## config.mk

```make
export PLATFORM = sky130hd
export DESIGN_NAME = dmem_arbiter
export DESIGN_NICKNAME = d
export VERILOG_FILES = /design/src/rtl/dmem_arb_pkg.sv /design/src/rtl/rr_arb2.sv /design/src/rtl/dmem_arbiter.sv
export SDC_FILE = /design/constraint.sdc
export NUM_CORES = 1
export LEC_CHECK = 0
export ABC_AREA = 1
export CORE_UTILIZATION = 36
export CTS_BUF_LIST = sky130_fd_sc_hd__clkbuf_4 sky130_fd_sc_hd__clkbuf_8
export DETAILED_ROUTE_END_ITERATION = 8
export PLACE_DENSITY = 0.79
export SETUP_SLACK_MARGIN = 0.05
export SKIP_CTS_REPAIR_TIMING = 1
export SYNTH_ARGS = -nofsm -noshare
export SYNTH_HDL_FRONTEND = slang
export SYNTH_SLANG_ARGS = --single-unit
```

## constraint.sdc

```tcl
create_clock -name clk -period 1.2 [get_ports clk]
set_clock_uncertainty 0.05 [all_clocks]
set_input_delay 0.36 -clock clk [delete_from_list [all_inputs] [get_ports clk]]
set_output_delay 0.36 -clock clk [all_outputs]
set_load 0.005 [all_outputs]
```

## src/rtl/dmem_arb_pkg.sv

```systemverilog
// Shared types and default parameters for the two-core data-memory arbiter.
package dmem_arb_pkg;

    typedef enum logic [1:0] {
        IDLE = 2'd0,
        BUSY = 2'd1,
        RESP = 2'd2
    } state_t;

    typedef logic grant_t;

    localparam int DEF_ADDR_W      = 32;
    localparam int DEF_DATA_W      = 32;
    localparam int DEF_TIMEOUT_CYC = 16;

endpackage

```

## src/rtl/rr_arb2.sv

```systemverilog
// Combinational two-way round-robin picker: on a tie the core that did not win last time is chosen.
module rr_arb2
    import dmem_arb_pkg::*;
(
    input  logic [1:0] req,
    input  grant_t     last_grant,
    output logic       valid,
    output grant_t     id
);

    always_comb begin
        valid = |req;
        id    = 1'b0;
        case (req)
            2'b01:   id = 1'b0;
            2'b10:   id = 1'b1;
            2'b11:   id = ~last_grant;
            default: id = 1'b0;
        endcase
    end

endmodule

```

## src/rtl/dmem_arbiter.sv

```systemverilog
// Two-core data-memory arbiter: IDLE/BUSY/RESP FSM with round-robin grant on ties.
// Optional abort of stalled accesses is built in when DMEM_ARB_TIMEOUT_EN is defined.
module dmem_arbiter
    import dmem_arb_pkg::*;
#(
    parameter int ADDR_W      = DEF_ADDR_W,
    parameter int DATA_W      = DEF_DATA_W,
    parameter int TIMEOUT_CYC = DEF_TIMEOUT_CYC
) (
    input  logic              clk,
    input  logic              rst,
    input  logic              c0_mem_read,
    input  logic              c0_mem_write,
    input  logic [ADDR_W-1:0] c0_addr,
    input  logic [DATA_W-1:0] c0_wdata,
    output logic [DATA_W-1:0] c0_rdata,
    output logic              c0_ready,
    output logic              c0_err,
    input  logic              c1_mem_read,
    input  logic              c1_mem_write,
    input  logic [ADDR_W-1:0] c1_addr,
    input  logic [DATA_W-1:0] c1_wdata,
    output logic [DATA_W-1:0] c1_rdata,
    output logic              c1_ready,
    output logic              c1_err,
    output logic              mem_req,
    output logic              mem_we,
    output logic [ADDR_W-1:0] mem_addr,
    output logic [DATA_W-1:0] mem_wdata,
    input  logic [DATA_W-1:0] mem_rdata,
    input  logic              mem_ack,
    output logic [1:0]        fsm_state
);

    // Handshake: a core holds read/write as a level until its ready pulses for
    // one cycle; memory sees mem_req held with stable fields until the mem_ack cycle.

    state_t            state, next_state;
    grant_t            gid_q, last_grant, gnt_id;
    logic              gnt_valid;
    logic              we_q;
    logic [ADDR_W-1:0] addr_q;
    logic [DATA_W-1:0] wdata_q;
    logic [DATA_W-1:0] rdata_q;
    logic              err_q;
    logic              timeout_hit;
    logic              c0_req, c1_req;

    assign c0_req = c0_mem_read | c0_mem_write;
    assign c1_req = c1_mem_read | c1_mem_write;

    rr_arb2 u_arb (
        .req        ({c1_req, c0_req}),
        .last_grant (last_grant),
        .valid      (gnt_valid),
        .id         (gnt_id)
    );

`ifdef DMEM_ARB_TIMEOUT_EN
    localparam int CNT_W = $clog2(TIMEOUT_CYC + 1);
    logic [CNT_W-1:0] busy_cnt;

    always_ff @(posedge clk) begin
        if (rst || state != BUSY) begin
            busy_cnt <= '0;
        end else begin
            busy_cnt <= busy_cnt + 1'b1;
        end
    end

    // A same-cycle mem_ack wins over the abort.
    assign timeout_hit = (state == BUSY) && !mem_ack &&
                         (busy_cnt == CNT_W'(TIMEOUT_CYC - 1));

    always_ff @(posedge clk) begin
        if (rst) begin
            err_q <= 1'b0;
        end else if (state == IDLE) begin
            err_q <= 1'b0;
        end else if (timeout_hit) begin
            err_q <= 1'b1;
        end
    end
`else
    assign timeout_hit = 1'b0;
    assign err_q       = 1'b0;
`endif

    always_comb begin
        next_state = state;
        case (state)
            IDLE:    if (gnt_valid) next_state = BUSY;
            BUSY:    if (mem_ack || timeout_hit) next_state = RESP;
            RESP:    next_state = IDLE;
            default: next_state = IDLE;
        endcase
    end

    always_ff @(posedge clk) begin
        if (rst) begin
            state      <= IDLE;
            last_grant <= 1'b1;
            gid_q      <= 1'b0;
            we_q       <= 1'b0;
            addr_q     <= '0;
            wdata_q    <= '0;
            rdata_q    <= '0;
        end else begin
            state <= next_state;
            if (state == IDLE && gnt_valid) begin
                gid_q   <= gnt_id;
                // Read and write both set counts as a write.
                we_q    <= gnt_id ? c1_mem_write : c0_mem_write;
                addr_q  <= gnt_id ? c1_addr : c0_addr;
                wdata_q <= gnt_id ? c1_wdata : c0_wdata;
                rdata_q <= '0;
            end
            if (state == BUSY && mem_ack) begin
                rdata_q <= we_q ? '0 : mem_rdata;
            end
            if (state == RESP) begin
                last_grant <= gid_q;
            end
        end
    end

    assign mem_req   = (state == BUSY);
    assign mem_we    = we_q;
    assign mem_addr  = addr_q;
    assign mem_wdata = wdata_q;
    assign fsm_state = state;

    assign c0_ready = (state == RESP) && (gid_q == 1'b0);
    assign c1_ready = (state == RESP) && (gid_q == 1'b1);
    assign c0_rdata = c0_ready ? rdata_q : '0;
    assign c1_rdata = c1_ready ? rdata_q : '0;
    assign c0_err   = c0_ready & err_q;
    assign c1_err   = c1_ready & err_q;

endmodule

```

Word level (Yosys, flattened, before mapping)
Index checks and enable logic that the tools add are counted.
{ "totals": {"regBits": 101} }
{ "classes": {"n_eq_ne": 6, "muxes": 12, "n_bitwise": 4, "reduce_logical": 8} }
{ "ops": {"columns": ["cell", "count"], "rows": [
  ["$mux 32", 7],
  ["$eq 2x2->1 const B", 3],
  ["$logic_and 1x1->1", 4],
  ["$mux 2", 2],
  ["$pmux 2 s2", 1],
  ["$eq 2x1->1 const B", 1],
  ["$logic_not 2->1", 1],
  ["$ne 2x1->1 const B", 1],
  ["$ne 2x2->1 const B", 1],
  ["$not 1->1", 2],
  ["$or 1x1->1", 2],
  ["$pmux 1 s2", 1],
  ["$reduce_and 2->1", 1],
  ["$reduce_bool 2->1", 1],
  ["$reduce_or 2->1", 1],
  ["$mux 1", 1]
]} }

Longest topological paths before layout
{ "depth": {"depth_word": 5, "depth_mapped": 9} }

Modules after synthesis
A second synthesis with hierarchy kept.
{ "hier_totals": {"hier_cells": 836, "hier_area_um2": 5114.9} }
{ "by_module_without_submodules": {"columns": ["module", "area_per_inst_um2", "n_inst", "cells_each"], "rows": [
  ["dmem_arbiter", 5099.9, 1, 833],
  ["rr_arb2", 15.0, 1, 3]
]} }

Worst setup path before layout
OpenSTA, ideal clock, no wires.
{ "synth_path": {"kind": "reg2out", "start": "register state[1] (netlist: fsm_state[1])", "end": "output port c1_rdata[22]", "required_time_ns": 0.790, "path_slack_ns": -0.260, "path_stages_with_launch": 6, "arrival_ns": 1.050, "path_buffers": 1, "cell_sequence": "dfxtp_1 -> nand2_1 -> nor2_1 -> inv_1 -> buf_2 -> nor2_1"} }
{ "synth_between": {"elab_chain_cells": 3} }
{ "synth_lines": {"columns": ["element", "line", "rtl"], "rows": [
  ["start, declared", "dmem_arbiter.sv:38", "state_t state, next_state;"],
  ["start signal, assigned", "dmem_arbiter.sv:109", "state <= next_state;"],
  ["$eq 2x2->1", "dmem_arbiter.sv:134", "assign c1_ready = (state == RESP) && (gid_q == 1'b1);"],
  ["$logic_and 1x1->1", "dmem_arbiter.sv:134", null],
  ["via c1_ready", "dmem_arbiter.sv:24", "output logic c1_ready,"],
  ["$mux 32", "dmem_arbiter.sv:136", "assign c1_rdata = c1_ready ? rdata_q : '0;"],
  ["end, declared", "dmem_arbiter.sv:23", "output logic [DATA_W-1:0] c1_rdata,"]
]} }
The timed path passes the listed nets, and every way through them passes these cells.

Final worst setup path
{ "layout_path": {"start": "register state[0] (netlist: fsm_state[0])", "end": "output port c0_rdata[31]"} }
{ "layout_between": {"elab_chain_cells": 3} }
{ "layout_lines": {"columns": ["element", "line", "rtl"], "rows": [
  ["$eq 2x2->1", "dmem_arbiter.sv:133", "assign c0_ready = (state == RESP) && (gid_q == 1'b0);"],
  ["$logic_and 1x1->1", "dmem_arbiter.sv:133", null],
  ["$mux 32", "dmem_arbiter.sv:135", "assign c0_rdata = c0_ready ? rdata_q : '0;"],
  ["end, declared", "dmem_arbiter.sv:16", "output logic [DATA_W-1:0] c0_rdata,"]
]} }
Every way passes these cells.

==> reports/metrics.cfg <==
[worst_setup_path]
crit_type=reg -> out
crit_slowest_cell=dfxtp_2
cp.arrival_ns=1.43
crit_required_ns=0.79
reg2reg_depth=9
critPathLaunchType=flop
end_kind=output port
r2r-start=fsm_state[0]$_SDFFE_PP0P_
reg2reg_slack_ns=-0.39
slowest_delay_ns=0.34
worstPathCellList=inv_2, nand2_4, nor2_4, inv_4, buf_12, nor2_1, clkbuf_2
timing.rr.end=mem_addr[7]$_SDFFE_PP0P_
cp_max_fo=13

[global_routing]
met2_usage=0.399
grtUsageMet3=0.0627
top_usage_layer=met2
antenna_found_initial=0
grt_max_degree=66
grt_pass1_wl_mm=26.4
grt_pass1_vias=5444
gr-total-overflow=0
gr-usage-all-layers=0.225
grt_use_met1=0.254

[floorplan]
chipWidth_microns=123
start_util=0.374
io_pins=303
die_h_microns=123
rows=43
core_area_sq_um=14100
die-area_sq_um=15100

[clocking]
clock-sinks=101
numCtsBuffers=9
clk_root_buffer_cell=clkbuf_8
clock_latency_ns=0.38
htree_levels=3
clock_path_buffers=2
clk_pin_slew_ns=0.09
cts_tree=done

[cells_and_area]
final_layout_size_suffix_gt1_frac=0.440
final_area_sq_um=10600
synthToLayoutAreaGrowth_pct=100
n_antenna_cell=0
nNetsFinal=1340
final_util=0.749
num-fill-cells=1058

[routing]
totalWireLength_mm=23.2
route.detailed.drc=0
drtAntennaViolNets=0
dr.pass1.iters=5
first_iter_violations=421
vias=6678
wire_per_inst_microns=17.1
via_per_inst=4.92

[run_status]
violations=negative setup slack
status=finished, violations left

[logic_synthesis]
synth_top_cell_area_share=0.384
netlist_area_sq_um=5270
synthCells=840
seq_area_frac_synth=0.384
ys_warn_count=0
synth_top_area_cell=dfxtp_1
ys_top_cells_by_area=dfxtp_1, nand3_1, nand2_1
syn_avg_cell_area_sq_um=6.28
synth_cell_types=18
synth-seq-cells=101

[worst_hold_path]
hold_class=in -> reg
hold_path_end=mem_addr[5]$_SDFFE_PP0P_
hold_depth=4
hold_start=rst

[placed_design]
port_buffers=300
postPlaceCellArea_sq_um=8810
hpwl_mm=12.5
finalWeightedCongestion=0.805

[sta]
tns_ns=-75.59
period_needed_ns=1.84
setup-violations-final=233
hold_viol_final=0
rsz0062_at_grt=yes
fin_ws_ns=-0.640
slew_viol_final=0
post-route-period-util=1.53
clock.fmax_mhz=544

[run]
drv_cap=0

[power]
power.leakage_nw=5.27
pwr_density_cell_nw_per_um2=959
ir_worst_vdd_v=0.000594

-- layer usage --
| layer | vias to the layer above | share of wire | wire length, microns |
|---|---|---|---|
| li1 | 3236 | - | - |
| met1 | 3109 | 0.38 | 8740 |
| met2 | 290 | 0.52 | 12000 |
| met3 | 43 | 0.081 | 1890 |
| met4 | 0 | 0.027 | 617 |
| met5 | - | 0 | 0 |
-- kinds of logic after synthesis --
kind of cell	Yosys count	synth area share
AO/OA/AOI/OAI	101	0.0966
buffers and inverters	232	0.186
flip-flops	101	0.384
other	1	0.000711
AND/OR/NAND/NOR	405	0.333
-- report_power, final --
part	total [mW]	switching [mW]	leakage [nW]	internal, mW
Sequential	3.93	0.207	0.852	3.73
Combinational	3.94	1.87	4.32	2.08
Clock	2.25	1.21	0.0991	1.05
-- worst max-delay path by stage --
| stage | to | start | cells after the start |
|---|---|---|---|
| 4_1_cts | c0_rdata[29] | fsm_state[0]$_SDFFE_PP0P_ | 7 |
| 6_report | c0_rdata[31] | fsm_state[0]$_SDFFE_PP0P_ | 7 |
| 5_1_grt | c1_rdata[1] | fsm_state[0]$_SDFFE_PP0P_ | 7 |
| 3_3_place_gp | mem_addr[10]$_SDFFE_PP0P_ | c0_mem_read | 7 |
| 3_5_place_dp | mem_addr[10]$_SDFFE_PP0P_ | c0_mem_read | 7 |
| 2_1_floorplan | c1_rdata[10] | fsm_state[0]$_SDFFE_PP0P_ | 6 |
-- sequential cells by signal (all words and copies together), names as in the netlist --
signal and count:
gid_q 1, rdata_q 32, fsm_state 2, mem_we 1, mem_addr 32, mem_wdata 32, last_grant 1
-- synth_stat cells (all sizes together) --
| master | count |
|---|---|
| buf | 46 |
| nand3 | 161 |
| dfxtp | 101 |
| inv | 169 |
| clkbuf | 17 |
| and2 | 1 |
| o21ai | 1 |
| nor2 | 72 |
| a21oi | 100 |
| conb | 1 |
| nand2 | 171 |
-- placed cells by master (no fill, tap or decap), drive strengths merged --
cell type / n
bufinv: 1
and2: 1
nor2: 72
inv: 168
dlymetal6s2s: 26
buf: 114
nand3: 161
a21oi: 100
conb: 2
clkdlybuf4s50: 162
o21ai: 1
clkinv: 3
nand2: 172
clkbuf: 92
dfxtp: 101
-- metrics by stage --
step | worst slack, ns | total power, mW | std cells | hold slack, ns
after floorplan | -0.114 | 5.21 | 841 | 0.407
after global placement | -0.650 | 6.63 | 1299 | 0.419
after detailed placement | -0.664 | 6.67 | 1299 | 0.424
after CTS | -1.06 | 8.88 | 1313 | 0.228
after global routing | -0.750 | 10.6 | 1356 | 0.244
final | -0.640 | 10.1 | 1356 | 0.233
-- critical path: cells and delay by family (launching register included) --
kind                   cells  cell delay [ns]
buffers and inverters      4             0.43
flip-flops                 1             0.34
AND/OR/NAND/NOR            3             0.28
-- area by class of cell --
cell class / count / area, sq um / share of cell area
clock buffer: 12 / 153 / 0.0145
clock inverter: 2 / 35.0 / 0.00332
inverter: 169 / 652 / 0.0617
multi-input combinational: 509 / 3330 / 0.315
sequential: 101 / 2110 / 0.199
tap: 180 / 225 / 0.0213
timing repair buffer: 382 / 4050 / 0.383
timing repair inverter: 1 / 16.3 / 0.00154
Note: power is estimated with default switching activity, not from simulation.
